<file path="src/rtl/acc_pkg.sv">
// rtl/acc_pkg.sv - shared state encoding and default widths for the acc_feeder / acc_core pair
package acc_pkg;

    // Default widths shared with acc_core so both ends of the number stream agree.
    localparam int ACC_IN_DATA_WIDTH = 8;
    localparam int ACC_DWIDTH        = 16;

    typedef enum logic [2:0] {
        ST_IDLE  = 3'd0,
        ST_PRE   = 3'd1,
        ST_FEED  = 3'd2,
        ST_DRAIN = 3'd3,
        ST_WAIT  = 3'd4,
        ST_DONE  = 3'd5
    } state_t;

endpackage

</file>
<file path="src/rtl/acc_expect.sv">
// rtl/acc_expect.sv - running expected-sum register for the number stream
//
// Ports:
//   clk, rst_n : clock, asynchronous active-low reset
//   clr        : zero the sum (wins over en)
//   en         : add zero-extended data into the sum this cycle
//   data       : number being accumulated
//   sum        : DWIDTH-bit running sum, wraps mod 2^DWIDTH
module acc_expect
    import acc_pkg::*;
#(
    parameter int DATA_WIDTH = ACC_IN_DATA_WIDTH,
    parameter int DWIDTH     = ACC_DWIDTH
) (
    input  logic                  clk,
    input  logic                  rst_n,
    input  logic                  clr,
    input  logic                  en,
    input  logic [DATA_WIDTH-1:0] data,
    output logic [DWIDTH-1:0]     sum
);

    always_ff @(posedge clk or negedge rst_n) begin
        if (!rst_n) begin
            sum <= '0;
        end else if (clr) begin
            sum <= '0;
        end else if (en) begin
            sum <= sum + DWIDTH'(data);
        end
    end

endmodule

</file>
<file path="src/rtl/acc_feeder.sv">
// rtl/acc_feeder.sv - stimulus producer and result checker in front of acc_core
//
// Ports:
//   clk, rst_n      : clock, asynchronous active-low reset
//   start_i         : start request, honoured only in IDLE
//   start_val_i     : first number of the sequence
//   count_i         : number of beats to send (0 allowed)
//   number_o        : data beat to acc_core
//   valid_o, run_o  : beat qualifier and run window to acc_core
//   core_valid_i    : acc_core result valid
//   core_result_i   : acc_core result
//   busy_o          : high outside IDLE
//   done_o          : one-cycle pulse at the end of every run
//   result_o        : captured core result
//   match_o         : captured result equalled the expected sum
//   timeout_o       : last run ended without a core result
module acc_feeder
    import acc_pkg::*;
#(
    parameter int IN_DATA_WIDTH = ACC_IN_DATA_WIDTH,
    parameter int DWIDTH        = ACC_DWIDTH,
    parameter int TIMEOUT       = 16
) (
    input  logic                     clk,
    input  logic                     rst_n,
    input  logic                     start_i,
    input  logic [IN_DATA_WIDTH-1:0] start_val_i,
    input  logic [IN_DATA_WIDTH-1:0] count_i,
    output logic [IN_DATA_WIDTH-1:0] number_o,
    output logic                     valid_o,
    output logic                     run_o,
    input  logic                     core_valid_i,
    input  logic [DWIDTH-1:0]        core_result_i,
    output logic                     busy_o,
    output logic                     done_o,
    output logic [DWIDTH-1:0]        result_o,
    output logic                     match_o,
    output logic                     timeout_o
);

    localparam int TW = (TIMEOUT > 2) ? $clog2(TIMEOUT) : 1;

    state_t                   state;
    logic [IN_DATA_WIDTH-1:0] beats;
    logic [TW-1:0]            wait_cnt;
    logic [DWIDTH-1:0]        expected;
    logic                     exp_clr;
    logic                     exp_en;

    // The sum is cleared on the accepted start and fed from the registered
    // number_o, so it tracks exactly the beats that reach the core.
    assign exp_clr = (state == ST_IDLE) && start_i;
    assign exp_en  = (state == ST_FEED);

    acc_expect #(
        .DATA_WIDTH (IN_DATA_WIDTH),
        .DWIDTH     (DWIDTH)
    ) u_expect (
        .clk   (clk),
        .rst_n (rst_n),
        .clr   (exp_clr),
        .en    (exp_en),
        .data  (number_o),
        .sum   (expected)
    );

    // Outputs are updated on the transition into a state so that they are
    // registered and line up with the state they belong to.
    always_ff @(posedge clk or negedge rst_n) begin
        if (!rst_n) begin
            state     <= ST_IDLE;
            beats     <= '0;
            wait_cnt  <= '0;
            number_o  <= '0;
            valid_o   <= 1'b0;
            run_o     <= 1'b0;
            busy_o    <= 1'b0;
            done_o    <= 1'b0;
            result_o  <= '0;
            match_o   <= 1'b0;
            timeout_o <= 1'b0;
        end else begin
            done_o <= 1'b0;
            case (state)
                ST_IDLE: begin
                    if (start_i) begin
                        number_o <= start_val_i;
                        beats    <= count_i;
                        run_o    <= 1'b1;
                        busy_o   <= 1'b1;
                        state    <= ST_PRE;
                    end
                end
                ST_PRE: begin
                    if (beats != '0) begin
                        valid_o <= 1'b1;
                        state   <= ST_FEED;
                    end else begin
                        state   <= ST_DRAIN;
                    end
                end
                ST_FEED: begin
                    // number_o is left on the last beat so DRAIN holds it.
                    if (beats == IN_DATA_WIDTH'(1)) begin
                        valid_o <= 1'b0;
                        state   <= ST_DRAIN;
                    end else begin
                        number_o <= number_o + 1'b1;
                        beats    <= beats - 1'b1;
                    end
                end
                ST_DRAIN: begin
                    run_o    <= 1'b0;
                    wait_cnt <= '0;
                    state    <= ST_WAIT;
                end
                ST_WAIT: begin
                    if (core_valid_i) begin
                        result_o  <= core_result_i;
                        match_o   <= (core_result_i == expected);
                        timeout_o <= 1'b0;
                        done_o    <= 1'b1;
                        state     <= ST_DONE;
                    end else if (wait_cnt == TW'(TIMEOUT - 1)) begin
                        timeout_o <= 1'b1;
                        match_o   <= 1'b0;
                        done_o    <= 1'b1;
                        state     <= ST_DONE;
                    end else begin
                        wait_cnt <= wait_cnt + 1'b1;
                    end
                end
                ST_DONE: begin
                    busy_o <= 1'b0;
                    state  <= ST_IDLE;
                end
                default: begin
                    state <= ST_IDLE;
                end
            endcase
        end
    end

endmodule
</file>
<file path="config.mk">
export PLATFORM = sky130hd
export DESIGN_NAME = acc_feeder
export DESIGN_NICKNAME = d
export VERILOG_FILES = /design/src/rtl/acc_pkg.sv /design/src/rtl/acc_expect.sv /design/src/rtl/acc_feeder.sv
export SDC_FILE = /design/constraint.sdc
export NUM_CORES = 1
export LEC_CHECK = 0
export BUFFER_PORTS_ARGS = -buffer_cell sky130_fd_sc_hd__buf_4
export CORE_MARGIN = 2
export CORE_UTILIZATION = 35
export DETAILED_ROUTE_END_ITERATION = 12
export PLACE_DENSITY = 0.63
export SETUP_SLACK_MARGIN = 0.2
export SKIP_CTS_REPAIR_TIMING = 1
export SYNTH_ARGS = -nofsm -noshare
export SYNTH_HDL_FRONTEND = slang
export SYNTH_HIERARCHICAL = 1
export SYNTH_SLANG_ARGS = --single-unit
export TNS_END_PERCENT = 20
</file>
<file path="constraint.sdc">
create_clock -name clk -period 2 [get_ports clk]
set_input_delay 0.4 -clock clk [delete_from_list [all_inputs] [get_ports clk]]
set_output_delay 0.4 -clock clk [all_outputs]
set_load 0.05 [all_outputs]
</file>
=== Word level (Yosys, flattened, before mapping) ===
Index checks and enable logic that the tools add are counted.

* Register bits: 61
* Input port bits: 36
* Output and inout port bits: 30
* Word-level logic and storage cells: 79

* $add $sub $neg: 4
* Equality and inequality tests: 15
* Muxes and demuxes: 30
* Reductions and logical operators: 18

{| class="wikitable"
|+ Operator list
! kind !! number
|-
| 16-bit two-way mux || 2
|-
| 8-bit two-way mux || 4
|-
| 8-bit one-hot mux with 2 select lines || 2
|-
| 16-bit by 8-bit adder with 16-bit output || 1
|-
| 16-bit equality test || 1
|-
| 3-bit one-hot mux with 5 select lines || 1
|-
| 2-bit nonzero test || 7
|-
| 3-bit two-way mux || 4
|-
| 3-bit AND reduction || 4
|-
| 1-bit two-way mux || 11
|-
| 2-bit != test (second input constant) || 5
|-
| 8-bit by 1-bit adder with 8-bit output (second input constant) || 1
|-
| 8-bit by 1-bit equality test with 1-bit output (second input constant) || 1
|-
| 4-bit two-way mux || 2
|-
| 4-bit one-hot mux with 2 select lines || 1
|-
| 2-bit AND reduction || 4
|-
| 8-bit nonzero test || 1
|-
| 8-bit by 1-bit subtractor with 8-bit output (second input constant) || 1
|-
| 3-bit by 2-bit equality test with 1-bit output (second input constant) || 2
|-
| 3-bit equality test (second input constant) || 2
|-
| 1-bit one-hot mux with 2 select lines || 3
|-
| 4-bit by 1-bit adder with 4-bit output (second input constant) || 1
|-
| 4-bit equality test (second input constant) || 1
|-
| 3-bit by 1-bit equality test with 1-bit output (second input constant) || 1
|-
| 4 further kinds || 4
|}

=== Depth between registers and ports, before layout ===
Gate-level depths: netlist of run 1.

* Depth in word-level cells: 4
* Gate-level depth with buffers: 9
* Mapped depth without buffers: 8

=== By module ===
The synthesis of run 1 kept the hierarchy.

{| class="wikitable"
|+ Modules (own cells, without submodules)
! module !! instances !! cells an instance !! area each (um^2) !! seq. area each (um^2)
|-
| acc_feeder || 1 || 235 || 2516.2 || 1126.1
|-
| acc_expect || 1 || 131 || 1181.1 || 400.4
|}

=== Worst setup path before layout of run 1 ===
No wires, ideal clock.

* Path kind: flip-flop to flip-flop
* Start point: reg number_o[0]
* End point: reg u_expect.sum[10]
* Library setup time: 127 ps
* Arrival: 2273 ps
* Required time: 1873 ps
* Path slack: -400 ps
* Stages on the path, launching flop included: 9
* Buffers on the path: 0
* Clock period less this slack: 2400 ps
* Cells stage by stage: dfrtp_1 -> ha_1 -> inv_1 -> fa_1 -> nor2b_1 -> o31a_1 -> o211a_4 -> nand3_2 -> mux2_1

* Cells in the longest elaborated chain, start to end: 3

{| class="wikitable"
|+ RTL lines
! element !! RTL line !! source
|-
| start: declaration || acc_feeder.sv:29 || <nowiki>output logic [IN_DATA_WIDTH-1:0] number_o,</nowiki>
|-
| start signal: assignment || acc_feeder.sv:87 || <nowiki>number_o <= start_val_i;</nowiki>
|-
| start signal: assignment || acc_feeder.sv:108 || <nowiki>number_o <= number_o + 1'b1;</nowiki>
|-
| 16-bit by 8-bit adder with 16-bit output || acc_expect.sv:29 || <nowiki>sum <= sum + DWIDTH'(data);</nowiki>
|-
| 16-bit two-way mux || acc_expect.sv:28 || <nowiki>end else if (en) begin</nowiki>
|-
| 16-bit two-way mux || acc_expect.sv:26 || <nowiki>end else if (clr) begin</nowiki>
|-
| end signal: assignment || acc_expect.sv:29 ||
|-
| end: declaration || acc_expect.sv:20 || <nowiki>output logic [DWIDTH-1:0] sum</nowiki>
|}

No other way between the ends. The select of a mux whose other input is x is not followed.
A chain may end at the register's enable or synchronous reset.

=== Worst setup path in the final report of run 1 ===
* Start point: reg u_expect.sum[0]
* End point: reg u_expect.sum[10]

* Cells in the longest elaborated chain, start to end: 3

{| class="wikitable"
|+ RTL lines
! element !! RTL line
|-
| 16-bit by 8-bit adder with 16-bit output || acc_expect.sv:29
|-
| 16-bit two-way mux || acc_expect.sv:28
|-
| 16-bit two-way mux || acc_expect.sv:26
|}

No other way between the ends. The select of a mux whose other input is x is not followed.

==> results.yml, run 1 <==
run_status:
  status: "completed"
drt:
  via_per_inst: 5.24
  route.detailed.drc: 0
  wl_um: 9830
  antenna_left: 0
  first_pass_iters: 5
  routedWlPerCell_um: 15.8
  vias: 3266
  drtIter0Drc: 130
cts:
  clk_pin_slew_ns: 0.07
  clk_path_buf_depth: 2
  cts_sinks: 61
  cts_tree: "yes"
  cts_buffers: 9
  htreeDepth: 3
  cts_root_buffer: "clkbuf_8"
  clk_latency_ns: 0.34
timing:
  relSlewSlack_pct: 75.0
  setup_ws_ns: 0.0671
  finalHoldWorstSlack_ns: 0.290
  slew_violations: 0
  finalWorstPathRequiredPeriod_ns: 1.93
  finalHoldViolCount: 0
  rsz0062_at_grt: "yes"
  tightest_slew_ns: 0.376
  fmax_ghz: 0.517
  finalSetupTns_ns: 0
  setup_violations: 0
  finalClockSkew_ns: 0.00947
  fin_crit_sh_pct: 96.6
finish:
  drive_gt1_share_pct: 40.7
  diodes: 0
  mostFrequentLayoutCells: "buf_4 (111), dfrtp_1 (55), nor2_1 (22), nand2_1 (22), xnor2_1 (17)"
  final_common_cell: "buf_4"
  seqCellArea_um2: 1530
  final_util_pct: 50.0
  multiInputGateArea_um2: 2220
  n_fill_cell: 966
  nNetsFinal: 532
  syn_to_final_growth_pct: 39.1
worst_setup_path:
  crit_fanout: 3
  worstSetupEndpointType: "flip-flop"
  cp.required_ns: 2.23
  crit_arrival_ns: 2.16
  start_kind: "flip-flop"
  critPathKind: "reg -> reg"
global_routing:
  grt_usage_pct: 17.6
  grt_pass1_vias: 3306
  grt_pass1_wl_um: 15800
  grt_max_degree: 37
  grt_overflow: 0
  antenna_found_initial: 0
placement:
  gp_congestion: 0.907
  dp_hpwl_um: 7260
  port_buffers: 65
  pre_cts_ws_ns: -0.00768
pwr:
  powerDensity_nw_per_um2: 1850
  p_int_mw: 5.17
  netSwitchingFraction_pct: 45.8
  finalPower_mw: 9.53
  clockPowerShare_pct: 12.8
  seqPwrFrac_pct: 23.6
  p_comb_share_pct: 63.6
  ir_drop_v: 0.000957
  p_sw_mw: 4.36
  power_leakage_nw: 2.25
synthesis:
  syn_nets: 416
  synth.distinct_cells: 68
  synth_seq_cells: 61
  netlist.area_leader.share_pct: 41.3
  synth_top_cell_by_area: "dfrtp_1"
  yosysSeqAreaShare_pct: 41.3
  syn_avg_cell_area_um2: 10.1
  yosys_warnings: 6
  ys.flop_type: "dfrtp_1"
  synth-edff-count: 0
  ys_top_cells_by_area: "dfrtp_1 (41%), ha_1 (4.4%), xnor2_1 (4.0%)"
  synth_area_um2: 3700
  synth_cells: 366
  async_flop_share_pct: 100
floorplan:
  dieArea_um2: 11400
  fp.dieH_um: 107
  core_area_um2: 10300
  io_pins: 66
  die_w_um: 107
  num_rows: 37
  start_util_pct: 36.0
worst_hold_path:
  min_path_type: "in -> reg"
flow_run:
  maxCapViolCount: 0
## final cells by class
cell class,count,area share (%)
clock buffer,10,2.48
clock inverter,6,1.70
inverter,13,1.09
multi-input combinational,277,43.1
sequential,61,29.8
tap,136,3.31
timing repair buffer,120,18.5
## per-layer routing
| metal | vias up | global-route usage, % | routed length [um] |
|---|---|---|---|
| met5 | - | 0 | 0 |
| met4 | 0 | 5.29 | 124 |
| met3 | 9 | 4.44 | 377 |
| met2 | 58 | 30.2 | 5000 |
| met1 | 1590 | 21.8 | 4330 |
| li1 | 1609 | - | - |
## synth_stat cells (3+ instances only)
| library cell | n |
|---|---|
| dfrtp_1 | 61 |
| nand2_1 | 22 |
| nor2_1 | 22 |
| a21oi_1 | 18 |
| xnor2_1 | 17 |
| nand3_1 | 15 |
| ha_1 | 13 |
| inv_1 | 11 |
| mux2_1 | 10 |
| a31oi_1 | 9 |
| mux2_2 | 8 |
| a21o_1 | 7 |
| and3_1 | 7 |
| o211ai_1 | 7 |
| o21a_1 | 7 |
| o21ai_0 | 7 |
| o21ai_1 | 7 |
| clkbuf_1 | 6 |
| nand4_1 | 6 |
| o22ai_1 | 6 |
| nor2b_1 | 5 |
| nor3_1 | 5 |
| xor2_1 | 5 |
| a41oi_1 | 4 |
| and4_1 | 4 |
| buf_2 | 4 |
| mux2i_1 | 4 |
| nand2b_1 | 4 |
| o32ai_1 | 4 |
| a211oi_1 | 3 |
| a22o_1 | 3 |
| buf_6 | 3 |
| nor4_1 | 3 |
| o31ai_1 | 3 |
| or4_1 | 3 |
## critical path, cell delays in order (launching register included)
cell and delay [ns]:
dfrtp_1 0.38, ha_4 0.15, inv_2 0.03, fa_2 0.34
nor2b_2 0.13, o31a_1 0.19, o211a_4 0.21, nand3_2 0.08
mux2_4 0.31
## final timing paths
check,from,to,slack (ns),cells after the start
worst max-delay path,u_expect/sum[0],u_expect/sum[10],0.07,8
worst min-delay path,core_result_i[0],result_o[0],0.29,2
worst max register to register,u_expect/sum[0],u_expect/sum[10],0.07,8
worst min register to register,result_o[14],result_o[14],0.50,1
max in group asynchronous,rst_n,wait_cnt[1],0.97,3
min in group asynchronous,rst_n,result_o[15],0.51,2
## power by group through the flow
stage	registers (mW)	logic, mW	clock network, mW
2_1_floorplan	3.16	2.75	0
3_3_place_gp	2.21	5.43	0
3_5_place_dp	2.23	5.51	0
4_1_cts	2.21	5.54	1.26
5_1_grt	2.32	6.54	1.31
6_report	2.25	6.06	1.22
## cells by family after synthesis
| logic type | synth area share, % |
|---|---|
| and+or+nand+nor | 17.8 |
| AOI/OAI and AO/OA | 20.4 |
| buffers and inverters | 3.79 |
| DFF | 41.3 |
| muxes | 6.57 |
| xor gates and xnor gates | 5.21 |
| adders and majority gates | 4.94 |
## flip-flops by register name (all words and copies together), names as in the netlist, 3 cells and up
name and cells:
beats 8, number_o 8, result_o 16, state 3, u_expect/sum 16, wait_cnt 4
## per-stage QoR
stage | instance area (um^2) | cells
after floorplan | 3740 | 366
after global placement | 4660 | 596
after detailed placement | 4660 | 596
after CTS | 4870 | 612
after global routing | 5140 | 623
final | 5140 | 623
No activity file was read; power rests on OpenSTA's default activity.
==> inputs of run 2 (changes only) <==
--- a/config.mk
+++ b/config.mk
@@ -10,7 +10,7 @@
 export CORE_UTILIZATION = 35
 export DETAILED_ROUTE_END_ITERATION = 12
 export PLACE_DENSITY = 0.63
-export SETUP_SLACK_MARGIN = 0.2
+export SETUP_SLACK_MARGIN = 0.05
 export SKIP_CTS_REPAIR_TIMING = 1
 export SYNTH_ARGS = -nofsm -noshare
 export SYNTH_HDL_FRONTEND = slang
==> run 2 against run 1 <==
Worst hold slack worse by 0.27 ns. Worst setup slack lost 0.045 ns. Clock skew is 0.0015 ns lower. Sequential power about the same. Routed wire length down 1.8%. Clock power rose by 4%. Critical path depth did not move. Register-to-register slack got worse by 0.04 ns. Sequential share of layout area rose by 1.4 points. Critical endpoint is now u_expect/sum[14]. Non-clock buffer count shrank 13. Clock-buffer cell count rose by 2.
==> results.yml, run 2 (synthesis results as in run 1) <==
timing:
  finalClockSkew_ns: 0.00802
  fmax_ghz: 0.506
  finalWorstPathRequiredPeriod_ns: 1.98
  fin_crit_sh_pct: 98.9
  slew_violations: 0
  finalSetupTns_ns: 0
  tightest_slew_ns: 0.510
  setup_violations: 0
  relSlewSlack_pct: 66.0
  rsz0062_at_grt: "yes"
  finalHoldViolCount: 0
floorplan:
  core_area_um2: 10300
  dieArea_um2: 11400
  die_w_um: 107
  io_pins: 66
  fp.dieH_um: 107
  start_util_pct: 36.0
  num_rows: 37
drt:
  first_pass_iters: 4
  routedWlPerCell_um: 15.8
  wl_um: 9660
  vias: 3282
  route.detailed.drc: 0
  drtIter0Drc: 192
  via_per_inst: 5.38
  antenna_left: 0
worst_setup_path:
  path_buf_inv: 1
  critPathMaxStageDelay_ns: 0.48
  critPathKind: "reg -> reg"
  worstSetupEndpointType: "flip-flop"
  path_delay_family: "simple AND/OR/NAND/NOR gates"
  worstPathCellList: "ha_4 -> inv_2 -> fa_2 -> nor2b_2 -> o31a_1 -> o21ai_1 -> or4_1 -> nand2_1"
  crit_arrival_ns: 2.26
  rrSetupSlack_ns: 0.02
  critPathSlowestCell: "or4_1"
  cp.required_ns: 2.28
  crit_fanout: 3
  start_kind: "flip-flop"
finish:
  drive_gt1_share_pct: 35.2
  n_fill_cell: 973
  stdcell_area_um2: 4910
  diodes: 0
  nNetsFinal: 519
  syn_to_final_growth_pct: 32.8
  mostFrequentLayoutCells: "buf_4 (103), dfrtp_1 (55), nor2_1 (22), nand2_1 (22), a21oi_1 (18)"
  largest_registers: "result_o (16), u_expect/sum (16)"
  final_common_cell: "buf_4"
global_routing:
  grt_usage_pct: 17.7
  antenna_found_initial: 0
  grt_pass1_vias: 3383
  grt_overflow: 0
  grt_max_degree: 36
  grt_pass1_wl_um: 15900
placement:
  gp_congestion: 0.897
  postPlaceCellArea_um2: 4650
  port_buffers: 65
  dp_hpwl_um: 7240
cts:
  clk_pin_slew_ns: 0.07
  cts_buffers: 9
  clk_latency_ns: 0.34
  clk_path_buf_depth: 2
  cts_root_buffer: "clkbuf_8"
  cts_tree: "yes"
  cts_sinks: 61
  htreeDepth: 3
worst_hold_path:
  min_path_type: "in -> async"
flow_run:
  maxCapViolCount: 0
pwr:
  power_leakage_nw: 2.20
  ir_drop_v: 0.000772
  powerDensity_nw_per_um2: 1850
run_status:
  status: "completed"
run 2: power breakdown:
group / internal [mW] / switching, mW / leakage [nW] / total (mW)
registers: 1.75 / 0.464 / 0.743 / 2.22
logic: 2.37 / 3.20 / 1.34 / 5.57
clock network: 0.766 / 0.508 / 0.116 / 1.27
run 2: layer usage:
layer,part of all wire [%],wire [um],GRT usage (%)
met5,0,0,0
met4,1.7,165,4.82
met3,3.8,363,4.68
met2,50,4790,30.2
met1,45,4340,22.0
run 2: worst paths after layout:
kind,from,to,depth (start not counted)
max,u_expect/sum[0],u_expect/sum[14],8
min,rst_n,result_o[10],1
max reg2reg,u_expect/sum[0],u_expect/sum[14],8
min reg2reg,result_o[0],result_o[0],1
max in group asynchronous,rst_n,u_expect/sum[4],2
min in group clk,core_result_i[13],result_o[13],2
run 2: area by class of cell:
cell class                      count  area, um^2  share of cell area [%]
Clock buffer                       12         155                    3.16
Clock inverter                      4        70.1                    1.43
Inverter                           13        48.8                   0.994
Multi-Input combinational cell    277        2080                    42.3
Sequential cell                    61        1530                    31.2
Tap cell                          136         170                    3.47
Timing Repair Buffer              107         853                    17.4
run 2: metrics by stage:
stage	util [%]	setup slack (ns)	hold slack, ns	power (mW)	instances
finish	47.8	0.0225	0.0198	9.06	610
global route	47.8	-0.0432	0.0478	9.68	610
CTS	47.5	-0.0266	0.0424	9.02	608
detailed placement	45.3	0.00278	0.419	7.71	592
global placement	45.3	0.0296	0.406	7.60	592
floorplan	-	-0.123	0.104	5.91	366
==> inputs of run 3 (changes only) <==
--- a/config.mk
+++ b/config.mk
@@ -6,6 +6,7 @@
 export NUM_CORES = 1
 export LEC_CHECK = 0
 export BUFFER_PORTS_ARGS = -buffer_cell sky130_fd_sc_hd__buf_4
+export CORE_ASPECT_RATIO = 1.4
 export CORE_MARGIN = 2
 export CORE_UTILIZATION = 35
 export DETAILED_ROUTE_END_ITERATION = 12
==> run 3 against run 2 <==
The flow now finishes with violations (setup timing). Largest cell class unchanged. First-iteration DRC count is 19% lower. Flip-flop and latch count stayed put. Via count fell by 0.94%.
==> results.yml, run 3 (synthesis results as in run 1) <==
run_status:
  status: "complete, but fails checks"
  violations: "setup timing"
flow_run:
  maxCapViolCount: 0
pwr:
  ir_drop_v: 0.000830
  p_sw_mw: 4.26
  powerDensity_nw_per_um2: 1880
  p_int_mw: 5.10
  finalPower_mw: 9.37
  p_comb_share_pct: 59.7
  seqPwrFrac_pct: 23.6
  netSwitchingFraction_pct: 45.5
  clockPowerShare_pct: 16.7
  power_leakage_nw: 2.24
finish:
  drive_gt1_share_pct: 35.1
  largest_registers: "result_o (16), u_expect/sum (16)"
  final_common_cell: "buf_4"
  stdcell_area_um2: 4980
  nNetsFinal: 521
  syn_to_final_growth_pct: 34.8
  mostFrequentLayoutCells: "buf_4 (106), dfrtp_1 (55), nor2_1 (22), nand2_1 (22), a21oi_1 (18)"
  diodes: 0
drt:
  vias: 3251
  routedWlPerCell_um: 16.3
  route.detailed.drc: 0
  wl_um: 10000
  first_pass_iters: 4
  via_per_inst: 5.29
  antenna_left: 0
  drtIter0Drc: 155
placement:
  port_buffers: 65
  dp_hpwl_um: 7600
  gp_congestion: 0.907
  pre_cts_ws_ns: -0.0546
  postPlaceCellArea_um2: 4660
cts:
  htreeDepth: 3
  cts_root_buffer: "clkbuf_16"
  clk_path_buf_depth: 2
  cts_buffers: 9
  cts_tree: "yes"
  clk_pin_slew_ns: 0.06
  cts_sinks: 61
  clk_latency_ns: 0.33
floorplan:
  num_rows: 44
  core_area_um2: 10300
  fp.dieH_um: 126
  io_pins: 66
  die_w_um: 90.9
  start_util_pct: 35.7
  dieArea_um2: 11400
worst_setup_path:
  startpoint: "u_expect/sum[0]"
  crit_fanout: 4
  cp.required_ns: 2.27
  worstSetupEndpointType: "flip-flop"
  crit_arrival_ns: 2.29
  start_kind: "flip-flop"
  rr_startpoint: "u_expect/sum[0]"
  critPathKind: "reg -> reg"
global_routing:
  grt_pass1_vias: 3364
  grt_max_degree: 36
  grt_overflow: 0
  grt_usage_pct: 18.2
  grt_pass1_wl_um: 16500
  antenna_found_initial: 0
timing:
  finalHoldWorstSlack_ns: 0.0394
  relSlewSlack_pct: 66.8
  fin_crit_sh_pct: 101
  finalSetupTns_ns: -0.0247
  finalHoldViolCount: 0
  tightest_slew_ns: 0.499
  rsz0062_at_grt: "yes"
  finalClockSkew_ns: 0.00691
  slew_violations: 0
  fmax_ghz: 0.494
  setup_ws_ns: -0.0229
  finalWorstPathRequiredPeriod_ns: 2.02
  setup_violations: 2
worst_hold_path:
  min_path_type: "in -> async"
-- run 3: cell types whose count changed in the layout (fill, tap and decap cells not counted), sizes merged --
cell	change
inv	+1
clkbuf	-2
buf	+2
clkinvlp	+1
clkinv	+1
bufinv	-1
-- run 3: power by group through the flow --
stage | Combinational (mW) | Clock [mW] | Sequential [mW]
floorplan | 2.75 | 0 | 3.16
global placement | 5.43 | 0 | 2.20
detailed placement | 5.51 | 0 | 2.23
CTS | 5.54 | 1.60 | 2.22
global route | 6.03 | 1.67 | 2.30
finish | 5.59 | 1.57 | 2.21
-- run 3: critical path, stage by stage, from the launching register on --
cell and delay (ns):
dfrtp_1 0.38, ha_4 0.17, inv_2 0.04, fa_2 0.35
nor2b_2 0.13, o31a_1 0.22, o21ai_1 0.12, or4_1 0.49
nand2_1 0.08
-- run 3: path summary, 6_finish.rpt --
path	end	slack [ns]	cells past startpoint
hold / removal	beats[2]	0.04	1
setup / recovery	u_expect/sum[14]	-0.02	8
setup reg to reg	u_expect/sum[14]	-0.02	8
min in group clk	result_o[13]	0.31	2
hold reg to reg	result_o[13]	0.49	1
max in group asynchronous	wait_cnt[1]	1.43	2
-- run 3: per-layer routing --
layer  up-vias  part of all wire, %  global-route usage, %
met4         0                  2.4                   7.31
met2        75                   53                   32.3
met5         -                    0                      0
met3        18                  4.2                   4.31
met1      1568                   41                   21.1
li1       1590                    -                      -
-- run 3: metrics by stage --
step / utilization, % / std cells
floorplan: - / 366
global placement: 45.0 / 596
detailed placement: 45.0 / 596
CTS: 47.9 / 612
global route: 48.2 / 614
finish: 48.2 / 614
-- run 3: cell type report --
class,instances,area (um^2)
multi-input cells,277,2070
inverters,13,48.8
well taps,138,173
flip-flops and latches,61,1530
fillers,1011,5370
clock buffers,10,239
clock inverters,6,61.3
repair buffers,109,856
